### config.mk
export PLATFORM = sky130hd
export DESIGN_NAME = ftdi_sync_fifo_ctrl
export DESIGN_NICKNAME = d
export VERILOG_FILES = /design/src/rtl/ftdi_sync_fifo_ctrl.sv
export SDC_FILE = /design/constraint.sdc
export NUM_CORES = 1
export LEC_CHECK = 0
export BUFFER_PORTS_ARGS = -buffer_cell sky130_fd_sc_hd__buf_2
export CORE_MARGIN = 10
export CORE_UTILIZATION = 28
export CTS_BUF_LIST = sky130_fd_sc_hd__clkbuf_2
export DETAILED_ROUTE_END_ITERATION = 16
export PLACE_DENSITY = 0.54
export SETUP_SLACK_MARGIN = 0.1
export SLEW_MARGIN = 20
export SYNTH_ARGS = -nofsm -noshare
export SYNTH_HDL_FRONTEND = slang
export SYNTH_SLANG_ARGS = --single-unit
### constraint.sdc
create_clock -name clk -period 8.8 [get_ports clk]
set_input_delay 1.76 -clock clk [delete_from_list [all_inputs] [get_ports clk]]
set_output_delay 1.76 -clock clk [all_outputs]
set_load 0.02 [all_outputs]
### src/rtl/ftdi_sync_fifo_ctrl.sv
// ftdi_sync_fifo_ctrl: FT245 synchronous-mode FIFO controller.
// Runs bursted reads from the FTDI into a small RX buffer that feeds a
// valid/ready stream. Runs bursted writes from a valid/ready stream through
// a one-entry hold register. Arbitration between the two directions is
// either fixed (RX wins) or round-robin.
module ftdi_sync_fifo_ctrl #(
  parameter int unsigned DW        = 8,
  parameter int unsigned RX_BUF    = 4,
  parameter int unsigned MAX_BURST = 64,
  parameter int unsigned PRIORITY  = 0
) (
  input  logic          clk,
  input  logic          rst,
  input  logic          rxf,
  input  logic          txe,
  output logic          oe,
  output logic          rd,
  output logic          wr,
  input  logic [DW-1:0] ftdi_data_i,
  output logic [DW-1:0] ftdi_data_o,
  output logic          ftdi_data_oe,
  output logic [DW-1:0] rx_data,
  output logic          rx_valid,
  input  logic          rx_ready,
  input  logic [DW-1:0] tx_data,
  input  logic          tx_valid,
  output logic          tx_ready,
  output logic          busy
);

  localparam int unsigned AW = $clog2(RX_BUF);
  localparam int unsigned CW = AW + 1;
  localparam logic [CW-1:0] BUF_FULL  = CW'(RX_BUF);
  localparam logic [15:0]   BURST_MAX = 16'(MAX_BURST);

  typedef enum logic [2:0] {
    IDLE,
    RD_TURN,
    RD_BURST,
    WR_BURST,
    TURN
  } state_t;

  state_t        state_q;
  logic          oe_q, rd_q, wr_q, doe_q;
  logic [DW-1:0] dout_q;
  logic          hold_valid_q, hold_valid_d;
  logic          pref_tx_q;
  logic [15:0]   cnt_q;
  logic [15:0]   rd_cnt_d, wr_cnt_d;

  logic [DW-1:0] mem_q [RX_BUF];
  logic [AW-1:0] wptr_q, rptr_q;
  logic [CW-1:0] count_q, count_d;

  logic push, pop, accept, load, tx_rdy;
  logic rx_req, tx_req, grant_tx;
  logic rd_more, wr_exit;

  assign oe           = oe_q;
  assign rd           = rd_q;
  assign wr           = wr_q;
  assign ftdi_data_o  = dout_q;
  assign ftdi_data_oe = doe_q;
  assign rx_valid     = (count_q != '0);
  assign rx_data      = mem_q[rptr_q];
  assign tx_ready     = tx_rdy;
  assign busy         = (state_q != IDLE);

  // Transfer qualifiers, burst continuation and arbitration decisions
  always_comb begin
    push     = !rd_q && !rxf;
    pop      = rx_valid && rx_ready;
    count_d  = count_q + CW'(push) - CW'(pop);
    rd_cnt_d = cnt_q + 16'(push);
    // Keep strobing only if the next byte is guaranteed a free slot
    rd_more  = !rxf && (count_d < BUF_FULL) && (rd_cnt_d < BURST_MAX);

    accept       = !wr_q && !txe;
    tx_rdy       = (state_q == WR_BURST) && (!hold_valid_q || accept);
    load         = tx_valid && tx_rdy;
    hold_valid_d = load || (hold_valid_q && !accept);
    wr_cnt_d     = cnt_q + 16'(accept);
    wr_exit      = txe || (wr_cnt_d >= BURST_MAX) || (!hold_valid_q && !tx_valid);

    rx_req = !rxf && (count_q != BUF_FULL);
    tx_req = !txe && (tx_valid || hold_valid_q);
    if (PRIORITY == 0) grant_tx = tx_req && !rx_req;
    else               grant_tx = tx_req && (!rx_req || pref_tx_q);
  end

  // RX buffer storage and occupancy; pointers wrap at the power-of-2 depth
  always_ff @(posedge clk) begin
    if (rst) begin
      wptr_q  <= '0;
      rptr_q  <= '0;
      count_q <= '0;
    end else begin
      if (push) begin
        mem_q[wptr_q] <= ftdi_data_i;
        wptr_q        <= wptr_q + AW'(1);
      end
      if (pop) rptr_q <= rptr_q + AW'(1);
      count_q <= count_d;
    end
  end

  // TX hold register; an unaccepted byte survives until a later grant sends it
  always_ff @(posedge clk) begin
    if (rst) begin
      hold_valid_q <= 1'b0;
      dout_q       <= '0;
    end else begin
      hold_valid_q <= hold_valid_d;
      if (load) dout_q <= tx_data;
    end
  end

  // Bus sequencing FSM with registered FTDI-side strobes
  always_ff @(posedge clk) begin
    if (rst) begin
      state_q   <= IDLE;
      oe_q      <= 1'b1;
      rd_q      <= 1'b1;
      wr_q      <= 1'b1;
      doe_q     <= 1'b0;
      cnt_q     <= '0;
      pref_tx_q <= 1'b0;
    end else begin
      unique case (state_q)
        IDLE: begin
          if (grant_tx) begin
            state_q   <= WR_BURST;
            doe_q     <= 1'b1;
            wr_q      <= !hold_valid_d;
            cnt_q     <= '0;
            pref_tx_q <= 1'b0;
          end else if (rx_req) begin
            state_q   <= RD_TURN;
            oe_q      <= 1'b0;
            cnt_q     <= '0;
            pref_tx_q <= 1'b1;
          end
        end
        RD_TURN: begin
          state_q <= RD_BURST;
          rd_q    <= 1'b0;
        end
        RD_BURST: begin
          cnt_q <= rd_cnt_d;
          if (!rd_more) begin
            rd_q    <= 1'b1;
            oe_q    <= 1'b1;
            state_q <= TURN;
          end
        end
        WR_BURST: begin
          cnt_q <= wr_cnt_d;
          if (wr_exit) begin
            wr_q    <= 1'b1;
            doe_q   <= 1'b0;
            state_q <= TURN;
          end else begin
            wr_q <= !hold_valid_d;
          end
        end
        TURN: begin
          oe_q    <= 1'b1;
          rd_q    <= 1'b1;
          wr_q    <= 1'b1;
          doe_q   <= 1'b0;
          state_q <= IDLE;
        end
        default: state_q <= IDLE;
      endcase
    end
  end

endmodule

==> results.py <==
metrics = {
    "outcome": {
        "status": "complete, no violations",
    },
    "pwr": {
        "comb_power_share": 0.319,
        "cellPowerDensity_nw_per_um2": 223,
        "sw_frac_of_total": 0.368,
        "clockPowerShare": 0.227,
        "power.internal_mw": 0.588,
        "power_leakage_nw": 1.54,
        "power.switching_mw": 0.342,
        "pwr-share-seq": 0.454,
        "ir_drop_uv": 80.9,
    },
    "sta": {
        "fin_tns_setup_ns": 0,
        "fmax_mhz": 236,
        "rsz0062_at_grt": "no",
        "post-route-min-period_ns": 4.25,
        "period_share": 0.482,
        "worst_slew_pin_slew_ns": 0.856,
        "hold_slack_ns": 0.513,
        "drv_slew": 0,
        "hold_viol_final": 0,
        "setup_viol_count_final": 0,
        "skew_ns": 0.0217,
        "relSlewSlack": 0.429,
    },
    "run": {
        "max-cap-violations": 0,
    },
    "layout": {
        "final_common_cell": "nor2_1",
        "diodes": 0,
        "drive_above_1_share": 0.210,
        "synthToLayoutAreaGrowth_pct": 11.9,
        "final_cell_mix": "52 x nor2_1, 44 x buf_2, 41 x dfxtp_1",
        "finalNetCount": 423,
        "nFillCells": 1375,
    },
    "routing": {
        "routed_wl_mm": 8.95,
        "dr.first_iter.drc_count": 200,
        "drtPass1Iterations": 4,
        "drc": 0,
        "vias": 2852,
        "ant_nets": 0,
        "wl_per_cell_um": 15.7,
        "vias_per_cell": 4.99,
    },
    "cts": {
        "hold_buffers": 0,
        "clk_pin_slew_ns": 0.20,
        "numCtsBuffers": 9,
        "clockBufferDepth": 2,
        "clkSinkCount": 73,
        "clock_latency_ns": 0.49,
        "cts_htree_levels": 3,
        "post_cts.repair.setup_buffers": 0,
        "tritoncts": "built",
        "cts_resized": 0,
        "root_buffer": "clkbuf_2",
    },
    "synth": {
        "syn_area_per_cell_um2": 10.3,
        "synth.distinct_cells": 53,
        "synth_mux_area_frac": 0.0837,
        "synthFlopType": "dfxtp_1",
        "syn_area_um2": 3720,
        "syn_nets": 393,
        "synthArstFlopShare": 0,
        "synthCells": 360,
        "synth_top_family_by_area": "simple AND/OR/NAND/NOR gates",
        "synth_simple_gate_area_frac": 0.202,
        "synth_edf_count": 32,
        "synth-adder-area-share": 0.0390,
        "synth-seq-area-share": 0.478,
        "synth_seq_cells": 73,
        "synth_compound_area_frac": 0.111,
        "synth_xor_area_frac": 0.0400,
        "ys_warn_count": 0,
    },
    "floorplan": {
        "start_util": 0.283,
        "ioPinCount": 45,
        "coreArea_um2": 13100,
        "fp.dieW_um": 135,
        "rows": 42,
        "die_h_um": 135,
        "fp.dieArea_um2": 18300,
    },
    "worst_setup_path": {
        "worst_ep_required_time_ns": 7.04,
        "r2r_cells": 13,
        "path_class": "primary input to primary output",
        "startpoint_type": "primary input",
        "r2r_slack_ns": 5.52,
        "cp_max_fo": 4,
        "end_kind": "primary output",
        "path_delay_family": "buffers and inverters",
        "r2r_start": "count_q[1]$_SDFF_PP0_",
        "max_stage_delay_ns": 0.22,
        "crit_path_frequent_cell": "buf_2",
        "critPathSlowestCell": "and3_1",
        "path_buf_inv": 2,
        "path_cells": "buf_2 -> o21ai_0 -> and3_1 -> buf_2",
        "r2r_end": "oe$_SDFFE_PP1P_",
        "arrival_ns": 2.49,
    },
    "place": {
        "place_congestion": 0.860,
        "numPortBuffers": 44,
        "hpwlAfterDp_mm": 6.47,
    },
    "hold_path": {
        "hp-class": "flip-flop to flip-flop",
        "whs_path_depth": 2,
        "hp-start": "wptr_q[1]$_SDFFE_PP0N_",
        "whs_endpoint": "wptr_q[1]$_SDFFE_PP0N_",
    },
    "grt": {
        "grt_max_degree": 41,
        "grt_pass1_vias": 2782,
        "gr-total-overflow": 0,
        "grtUsageTotal": 0.0989,
        "antenna_found_initial": 0,
        "grt_pass1_wl_mm": 14.5,
    },
}
==> registers in the layout (all words and copies together), names as in the netlist, named ones only <==
name and count:
mem_q 32, cnt_q 16, ftdi_data_o 8, count_q 3, state_q 3, rptr_q 2, wptr_q 2, ftdi_data_oe 1
hold_valid_q 1, oe 1, rd 1, wr 1
==> per-layer routing <==
metal,share of wire,up-vias,GRT usage
met3,0.049,18,0.0286
met5,0,-,0
met4,0.031,0,0.0478
met2,0.51,78,0.169
li1,-,1380,-
met1,0.41,1376,0.111
==> worst max path at each step <==
| stage | start | to | slack, ns | cells past startpoint |
|---|---|---|---|---|
| CTS | txe | tx_ready | 4.55 | 4 |
| finish | txe | tx_ready | 4.55 | 4 |
| floorplan | rxf | oe$_SDFFE_PP1P_ | 4.62 | 13 |
| global placement | rxf | oe$_SDFFE_PP1P_ | 4.25 | 14 |
| detailed placement | rxf | oe$_SDFFE_PP1P_ | 4.19 | 14 |
| global route | txe | tx_ready | 4.47 | 4 |
==> power groups by stage <==
stage / logic, mW / clock network (mW) / registers [mW]
6_report: 0.297 / 0.211 / 0.423
3_5_place_dp: 0.298 / 0 / 0.432
5_1_grt: 0.328 / 0.236 / 0.428
2_1_floorplan: 0.219 / 0 / 0.410
4_1_cts: 0.301 / 0.221 / 0.424
3_3_place_gp: 0.298 / 0 / 0.432
==> tightest hold or removal path: stages (launching register included) <==
cell and delay, ns:
dfxtp_1 0.38, nand2_1 0.06, a21oi_1 0.05
==> kinds of logic after synthesis <==
kind of cell,Yosys count
AOI/OAI and AO/OA,64
xor gates and xnor gates,17
adders and majority gates,11
buffers and inverters,35
DFF,73
muxes,21
and+or+nand+nor,139
==> stage by stage <==
step                instance area [um2]  std cells  setup slack [ns]  total power, mW  utilization
finish                             4170        571              4.55            0.931        0.317
CTS                                4170        571              4.55            0.946        0.317
floorplan                          3720        360              4.62            0.629            -
global route                       4170        571              4.47            0.992        0.317
detailed placement                 4040        555              4.19            0.730        0.307
global placement                   4040        555              4.25            0.730        0.307
==> final cells by class <==
| type | count | area, um2 | share of cell area |
|---|---|---|---|
| Sequential cell | 73 | 1780 | 0.427 |
| Timing Repair Buffer | 45 | 228 | 0.0546 |
| Inverter | 9 | 33.8 | 0.00811 |
| Tap cell | 176 | 220 | 0.0528 |
| Multi-Input combinational cell | 252 | 1770 | 0.425 |
| Clock buffer | 10 | 50.0 | 0.0120 |
| Clock inverter | 6 | 82.6 | 0.0198 |
==> synth_stat cells, types with 9 or more instances <==
library cell / n / area [um2]
nor2_1: 52 / 195
dfxtp_1: 41 / 821
edfxtp_1: 32 / 961
nand2_1: 19 / 71.3
a21oi_1: 16 / 80.1
nor3_1: 13 / 65.1
o21ai_0: 13 / 65.1
mux2i_1: 12 / 120
ha_1: 10 / 125
clkbuf_1: 9 / 33.8
inv_1: 9 / 33.8
xnor2_1: 9 / 78.8
No activity file was read; power rests on OpenSTA's default activity.
